===== src/rtl/clint_pkg.sv =====
// CLINT address map, handshake state encoding and byte-merge helper.
package clint_pkg;

  localparam logic [15:0] CLINT_MSIP_BASE     = 16'h0000;
  localparam logic [15:0] CLINT_MTIMECMP_BASE = 16'h4000;
  localparam logic [15:0] CLINT_MTIME         = 16'hBFF8;

  typedef enum logic {
    ST_IDLE,
    ST_RESP
  } clint_state_e;

  function automatic logic [63:0] merge_bytes(input logic [63:0] base,
                                              input logic [63:0] wdata,
                                              input logic [7:0]  wstrb);
    logic [63:0] m;
    m = base;
    for (int b = 0; b < 8; b++) begin
      if (wstrb[b]) m[8*b +: 8] = wdata[8*b +: 8];
    end
    return m;
  endfunction

endpackage


===== src/rtl/hart_pkg.sv =====
// Shared hart-level definitions: interrupt lines presented to each hart's CSR unit.
package hart_pkg;

  typedef struct packed {
    logic mei;
    logic mti;
    logic msi;
  } hart_int;

endpackage


===== src/rtl/clint_if.sv =====
// Request/response MMIO bus between the load/store unit (master) and the CLINT (slave).
interface clint_if;
  logic        req_valid;
  logic        req_ready;
  logic        req_we;
  logic [15:0] req_addr;
  logic [63:0] req_wdata;
  logic [7:0]  req_wstrb;
  logic        resp_valid;
  logic        resp_ready;
  logic [63:0] resp_rdata;
  logic        resp_err;

  modport master (
    output req_valid, req_we, req_addr, req_wdata, req_wstrb, resp_ready,
    input  req_ready, resp_valid, resp_rdata, resp_err
  );

  modport slave (
    input  req_valid, req_we, req_addr, req_wdata, req_wstrb, resp_ready,
    output req_ready, resp_valid, resp_rdata, resp_err
  );
endinterface


===== src/rtl/clint_timebase.sv =====
// 64-bit mtime counter with bus write merge; optional prescaler under `CLINT_PRESCALER_EN
// (mtime advances once every TICK_DIV cycles).
module clint_timebase
  import clint_pkg::*;
#(
  parameter int TICK_DIV = 1
) (
  input  logic        clock,
  input  logic        reset,
  input  logic        wr_en,
  input  logic [63:0] wr_data,
  input  logic [7:0]  wr_strb,
  output logic [63:0] mtime
);

  logic        tick;
  logic [63:0] mtime_inc;

`ifdef CLINT_PRESCALER_EN
  localparam int CW = (TICK_DIV > 1) ? $clog2(TICK_DIV) : 1;
  logic [CW-1:0] div_q;

  assign tick = (div_q == CW'(TICK_DIV - 1));

  // A bus write to mtime restarts the prescaler phase.
  always_ff @(posedge clock) begin
    if (reset || wr_en || tick) div_q <= '0;
    else                        div_q <= div_q + 1'b1;
  end
`else
  // Free-running: TICK_DIV has no effect without the prescaler.
  localparam bit TICK_EVERY_CYCLE = 1'b1 | (TICK_DIV == 0);
  assign tick = TICK_EVERY_CYCLE;
`endif

  assign mtime_inc = mtime + {63'd0, tick};

  // Written bytes win; unwritten bytes carry the incremented value.
  always_ff @(posedge clock) begin
    if (reset)      mtime <= '0;
    else if (wr_en) mtime <= merge_bytes(mtime_inc, wr_data, wr_strb);
    else            mtime <= mtime_inc;
  end

endmodule


===== src/rtl/clint.sv =====
// Core-local interruptor: msip / mtimecmp / mtime MMIO registers and per-hart MEI/MTI/MSI.
// Build option: `define CLINT_PRESCALER_EN enables the TICK_DIV mtime prescaler.
module clint
  import clint_pkg::*;
  import hart_pkg::*;
#(
  parameter int NUM_HARTS = 1,
  parameter int TICK_DIV  = 1
) (
  input  logic                    clock,
  input  logic                    reset,
  clint_if.slave                  bus,
  input  logic [NUM_HARTS-1:0]    meip,
  output hart_int [NUM_HARTS-1:0] ext_int
);

  clint_state_e         state_q, state_d;
  logic                 accept, wr;
  logic [NUM_HARTS-1:0] sel_msip, sel_cmp;
  logic                 hit_mtime, hit_any;
  logic [63:0]          rdata_d, resp_rdata_q;
  logic                 resp_err_q;
  logic                 msip_strb, msip_bit;
  logic [63:0]          mtime;
  logic [63:0]          mtimecmp_q [NUM_HARTS];
  logic [NUM_HARTS-1:0] msip_q, mti_q;

  always_ff @(posedge clock) begin
    if (reset) state_q <= ST_IDLE;
    else       state_q <= state_d;
  end

  always_comb begin
    state_d = state_q;
    case (state_q)
      ST_IDLE: if (bus.req_valid)  state_d = ST_RESP;
      ST_RESP: if (bus.resp_ready) state_d = ST_IDLE;
      default:                     state_d = ST_IDLE;
    endcase
  end

  always_comb begin
    bus.req_ready  = (state_q == ST_IDLE);
    bus.resp_valid = (state_q == ST_RESP);
  end

  assign accept = bus.req_valid && (state_q == ST_IDLE);
  assign wr     = accept && bus.req_we;

  // msip words pack two harts per 8-byte lane pair, hence the word index at addr[15:2].
  always_comb begin
    sel_msip = '0;
    sel_cmp  = '0;
    for (int h = 0; h < NUM_HARTS; h++) begin
      sel_msip[h] = (bus.req_addr[15:2] == CLINT_MSIP_BASE[15:2] + 14'(h));
      sel_cmp[h]  = (bus.req_addr[15:3] == CLINT_MTIMECMP_BASE[15:3] + 13'(h));
    end
  end

  assign hit_mtime = (bus.req_addr[15:3] == CLINT_MTIME[15:3]);
  assign hit_any   = (|sel_msip) || (|sel_cmp) || hit_mtime;
  assign msip_strb = bus.req_addr[2] ? bus.req_wstrb[4]  : bus.req_wstrb[0];
  assign msip_bit  = bus.req_addr[2] ? bus.req_wdata[32] : bus.req_wdata[0];

  always_comb begin
    rdata_d = '0;
    for (int h = 0; h < NUM_HARTS; h++) begin
      if (sel_msip[h]) rdata_d = bus.req_addr[2] ? {31'd0, msip_q[h], 32'd0} : {63'd0, msip_q[h]};
      if (sel_cmp[h])  rdata_d = mtimecmp_q[h];
    end
    if (hit_mtime) rdata_d = mtime;
  end

  always_ff @(posedge clock) begin
    if (reset) begin
      resp_rdata_q <= '0;
      resp_err_q   <= 1'b0;
    end else if (accept) begin
      resp_rdata_q <= bus.req_we ? '0 : rdata_d;
      resp_err_q   <= !hit_any;
    end
  end

  assign bus.resp_rdata = resp_rdata_q;
  assign bus.resp_err   = resp_err_q;

  // MTI compares the current register values, so it lags its condition by one edge.
  always_ff @(posedge clock) begin
    if (reset) begin
      msip_q <= '0;
      mti_q  <= '0;
      for (int h = 0; h < NUM_HARTS; h++) mtimecmp_q[h] <= '1;
    end else begin
      for (int h = 0; h < NUM_HARTS; h++) begin
        if (wr && sel_msip[h] && msip_strb) msip_q[h] <= msip_bit;
        if (wr && sel_cmp[h])
          mtimecmp_q[h] <= merge_bytes(mtimecmp_q[h], bus.req_wdata, bus.req_wstrb);
        mti_q[h] <= (mtime >= mtimecmp_q[h]);
      end
    end
  end

  clint_timebase #(
    .TICK_DIV (TICK_DIV)
  ) u_timebase (
    .clock   (clock),
    .reset   (reset),
    .wr_en   (wr && hit_mtime),
    .wr_data (bus.req_wdata),
    .wr_strb (bus.req_wstrb),
    .mtime   (mtime)
  );

  always_comb begin
    ext_int = '0;
    for (int h = 0; h < NUM_HARTS; h++) begin
      ext_int[h].mei = meip[h];
      ext_int[h].mti = mti_q[h];
      ext_int[h].msi = msip_q[h];
    end
  end

endmodule


===== src/flat_wrapper.sv =====
// flat-port wrapper written by rule: the top's interface ports become plain ports
module clint_flat import clint_pkg::*; import hart_pkg::*;
#(
  parameter int NUM_HARTS = 1,
  parameter int TICK_DIV  = 1
)
  (clock, reset, meip, ext_int, bus_req_valid, bus_req_we, bus_req_addr, bus_req_wdata, bus_req_wstrb, bus_resp_ready, bus_req_ready, bus_resp_valid, bus_resp_rdata, bus_resp_err);
  clint_if bus_i ();
  input  logic clock;
  input  logic reset;
  input  logic [NUM_HARTS-1:0] meip;
  output hart_int [NUM_HARTS-1:0] ext_int;
  input wire logic [$bits(bus_i.req_valid)-1:0] bus_req_valid;
  input wire logic [$bits(bus_i.req_we)-1:0] bus_req_we;
  input wire logic [$bits(bus_i.req_addr)-1:0] bus_req_addr;
  input wire logic [$bits(bus_i.req_wdata)-1:0] bus_req_wdata;
  input wire logic [$bits(bus_i.req_wstrb)-1:0] bus_req_wstrb;
  input wire logic [$bits(bus_i.resp_ready)-1:0] bus_resp_ready;
  output wire logic [$bits(bus_i.req_ready)-1:0] bus_req_ready;
  output wire logic [$bits(bus_i.resp_valid)-1:0] bus_resp_valid;
  output wire logic [$bits(bus_i.resp_rdata)-1:0] bus_resp_rdata;
  output wire logic [$bits(bus_i.resp_err)-1:0] bus_resp_err;
  assign bus_i.req_valid = bus_req_valid;
  assign bus_i.req_we = bus_req_we;
  assign bus_i.req_addr = bus_req_addr;
  assign bus_i.req_wdata = bus_req_wdata;
  assign bus_i.req_wstrb = bus_req_wstrb;
  assign bus_i.resp_ready = bus_resp_ready;
  assign bus_req_ready = bus_i.req_ready;
  assign bus_resp_valid = bus_i.resp_valid;
  assign bus_resp_rdata = bus_i.resp_rdata;
  assign bus_resp_err = bus_i.resp_err;
  clint #(.NUM_HARTS(NUM_HARTS), .TICK_DIV(TICK_DIV)) u_core (.clock(clock), .reset(reset), .bus(bus_i), .meip(meip), .ext_int(ext_int));
endmodule

===== config.mk =====
export PLATFORM = sky130hd
export DESIGN_NAME = clint_flat
export DESIGN_NICKNAME = d
export VERILOG_FILES = /design/src/rtl/clint_pkg.sv /design/src/rtl/hart_pkg.sv /design/src/rtl/clint_if.sv /design/src/rtl/clint_timebase.sv /design/src/rtl/clint.sv /design/src/flat_wrapper.sv
export SDC_FILE = /design/constraint.sdc
export NUM_CORES = 1
export LEC_CHECK = 0
export BUFFER_PORTS_ARGS = -buffer_cell sky130_fd_sc_hd__buf_4
export CAP_MARGIN = 30
export CORE_MARGIN = 2
export CORE_UTILIZATION = 30
export DETAILED_ROUTE_END_ITERATION = 6
export REMOVE_ABC_BUFFERS = 1
export SLEW_MARGIN = 30
export SYNTH_ARGS = -nofsm -noshare
export SYNTH_HDL_FRONTEND = slang
export SYNTH_SLANG_ARGS = --single-unit
export TNS_END_PERCENT = 10

===== constraint.sdc =====
create_clock -name clock -period 2.1 [get_ports clock]
set_clock_uncertainty 0.2 [all_clocks]
set_input_delay 0 -clock clock [delete_from_list [all_inputs] [get_ports clock]]
set_output_delay 0 -clock clock [all_outputs]
set_load 0.01 [all_outputs]

==> impl_results.md <==
* Root Driver: clkbuf_16
* Post-route minimum period at 2.23 ns
* Crit path capture type: register
* Placer Congestion at 0.818
* Largest net degree at the start of global routing at 115
* Power Dens Cells at 530 nW/µm²
* CP peak stage delay at 0.36 ns
* Vias in the first global route at 9,364
* R2r startpoint: u_core.u_timebase.mtime[31]
* DR vias at 9,391
* Worst-path maximum fanout at 6
* GRT Total Usage at 17.8%
* Max Fclk at 448 MHz
* Fin nets at 1,599
* Max Cap Viol at 0
* FP Rows at 68
* CTS sink count at 196
* Post-synth EDFFs at 64
* WHS at -0.000746 ns
* CTS clk-pin slew, worst paths at 0.08 ns
* Yosys cell types at 48
* PnR worst setup slack at -0.132 ns
* Worst-Margin Slew at 0.812 ns
* Max VDD drop at 0.000563 V
* Detailed Route WL at 32.3 mm
* Initial Utilization at 30.4%
* Register area share after synthesis at 43.6%
* Crit Path Class: reg2reg
* Top delay family on crit path: simple AND/OR/NAND/NOR gates
* DRC viols at 0
* Synth Flop Type: dfxtp_1
* Pre-CTS setup slack at -0.248 ns
* Initial antenna violation count at 2
* Port bufs at 159
* Worst-case clock buffer depth at 2
* Required @ worst endpoint at 2.24 ns
* DP Wirelength at 23.6 mm
* Overflow after GRT at 0
* Hold Path Depth at 6
* Post-DR wirelength/cell at 16.9 µm
* Critical path's slowest cell: nor4_4
* Reg2reg path depth at 8
* Clk Latency, worst-skew pair at 0.45 ns
* First-pass GRT wire length at 50.6 mm
* Failing checks: hold timing, setup timing
* Tcrit/Tclk final at 106%
* Reg2reg setup slack at -0.13 ns
* First-pass DRT Iterations at 4
* Rel. slew slack at 45.6%
* CTS tree: yes
* Hold endpoint: u_core.u_timebase.mtime[47]
* Core area at 34,500 µm²
* Iter 0 DRT Violations at 508
* Syn_area_per_cell at 9.54 µm²
* Final-report setup violation count at 24
* Startpoint of the worst hold path: bus_req_valid
* Post-DRT Antenna Nets at 0
* Ys Warns at 0
* Number of buffers created by CTS at 17
* CP startpoint kind: register
* RSZ-0062 raised after global routing: yes
* I/O pin count at 164
* Cell count after synthesis at 1,097
* Synth async-reset ratio at 0%
* H-tree depth at 4
* Pleak at 0.00668 µW
* Crit path cell chain: nand4_1 > nor4_4 > buf_4 > nand4_4 > buf_8 > nor3_4 > xor2_1 > a22o_1
* Die area at 36,400 µm²
* Reg2reg end: u_core.u_timebase.mtime[53]
* WP buf/inv at 2
* Run status: complete, but fails checks
* Fin Setup TNS at -1.19 ns
* Vias/cell at 4.92
* Slew Limit Fails at 0
* FF+latch count, synth at 196
* Syn-to-layout area delta at 42.9%
* Die Width at 191 µm
* Layout cell share with drive strength beyond 1 at 30.9%
* Final Hold Fails at 1
* Stages on the worst setup path at 8
* Chip Height at 191 µm
* Worst hold path type: in2reg
* Mapped cell area at 10,500 µm²
* Worst EP arrival at 2.37 ns
cell usage after synthesis (3+ instances only):
master / instances / area, µm²
a211oi_1: 42 / 315
a21o_1: 6 / 45.0
a21oi_1: 22 / 110
a221oi_1: 4 / 35.0
a22o_1: 87 / 762
a22oi_1: 65 / 488
a31oi_1: 4 / 25.0
and2_1: 3 / 18.8
and3_1: 14 / 87.6
and4_1: 16 / 140
buf_1: 9 / 33.8
buf_2: 8 / 40.0
buf_4: 5 / 37.5
clkbuf_1: 45 / 169
dfxtp_1: 132 / 2640
edfxtp_1: 64 / 1920
ha_1: 65 / 813
inv_1: 75 / 282
nand2_1: 45 / 169
nand2b_1: 3 / 18.8
nand3_1: 39 / 195
nand4_1: 29 / 181
nor2_1: 127 / 477
nor3_1: 12 / 60.1
nor3_2: 7 / 70.1
nor4_1: 9 / 56.3
o21ai_0: 11 / 55.1
or2_1: 20 / 125
or2_2: 44 / 275
xnor2_1: 23 / 201
xor2_1: 39 / 342
kinds of logic after synthesis:
logic type | after synthesis | share of synthesized area, %
muxes | 2 | 0.191
and+or+nand+nor | 378 | 19.3
xor gates and xnor gates | 62 | 5.19
AOI/OAI and AO/OA | 251 | 18.4
buffers and inverters | 143 | 5.48
DFF | 196 | 43.6
adders and majority gates | 65 | 7.77
timing repair:
action,4_1_cts,5_1_grt
pin swaps,31,17
setup endpoints to repair,36,49
buffers inserted,4,0
hold buffers,81,0
gates resized for setup,51,18
hold endpoints to repair,260,0
cloned,1,0
layout make-up:
type	count	area [µm²]
multi-input combinational	759	5580
fill	3356	19500
clock inverter	15	166
sequential	196	4580
timing repair buffer	391	3340
inverter	75	282
tap	455	569
clock buffer	17	425
antenna	2	5.00
routing by layer:
metal | part of all wire (%) | up-vias | global-route usage [%]
met5 | 0 | - | 0
met4 | 2.1 | 0 | 5.99
met3 | 3.5 | 39 | 2.83
met2 | 47 | 177 | 29.0
met1 | 48 | 4490 | 24.0
li1 | - | 4685 | -
worst min-delay path, cell delays in order:
cell      delay (ns)
buf_4           0.12
nand2_2         0.10
nor2_2          0.05
buf_6           0.15
nand3_1         0.11
a211oi_1        0.07
power by group:
group	internal, µW	total, µW	switching [µW]
registers	3920	3940	14.1
logic	304	598	294
clock network	1790	3390	1590
worst max-delay path by stage:
stage / slack [ns] / to / startpoint
2_1_floorplan: -2.17 / u_core.bus.resp_rdata[62] / u_core.bus.resp_valid
3_3_place_gp: -0.20 / u_core.mti_q / u_core.mtimecmp_q[0][0]
3_5_place_dp: -0.25 / u_core.mti_q / u_core.mtimecmp_q[0][0]
4_1_cts: -0.09 / u_core.u_timebase.mtime[53] / u_core.u_timebase.mtime[29]
5_1_grt: -0.21 / u_core.u_timebase.mtime[53] / u_core.u_timebase.mtime[33]
6_report: -0.13 / u_core.u_timebase.mtime[53] / u_core.u_timebase.mtime[31]
registers in the layout (all words and copies together), names as in the netlist:
register,count
u_core.bus.resp_err,1
u_core.bus.resp_rdata,64
u_core.bus.resp_valid,1
u_core.msip_q,1
u_core.mti_q,1
u_core.mtimecmp_q,64
u_core.u_timebase.mtime,64
metrics by stage:
| step | instances | instance area, µm² | power (µW) | utilization [%] |
|---|---|---|---|---|
| 2_1_floorplan | 1029 | 10200 | 4140 | - |
| 3_3_place_gp | 1790 | 13200 | 4490 | 38.4 |
| 3_5_place_dp | 1790 | 13200 | 4490 | 38.4 |
| 4_1_cts | 1908 | 14900 | 7980 | 43.1 |
| 5_1_grt | 1910 | 15000 | 8160 | 43.4 |
| 6_report | 1910 | 15000 | 7920 | 43.4 |
cell usage in the layout, fill, tap and decap left out, drive strengths merged, types with 44 or more instances in the layout:
master,n
buf,310
dfxtp,132
nor2,128
a22o,87
inv,85
dlygate4sd3,81
a22oi,65
ha,65
edfxtp,64
or2,64
nand2,45
a211oi,44
No activity file was read; power rests on OpenSTA's default activity.
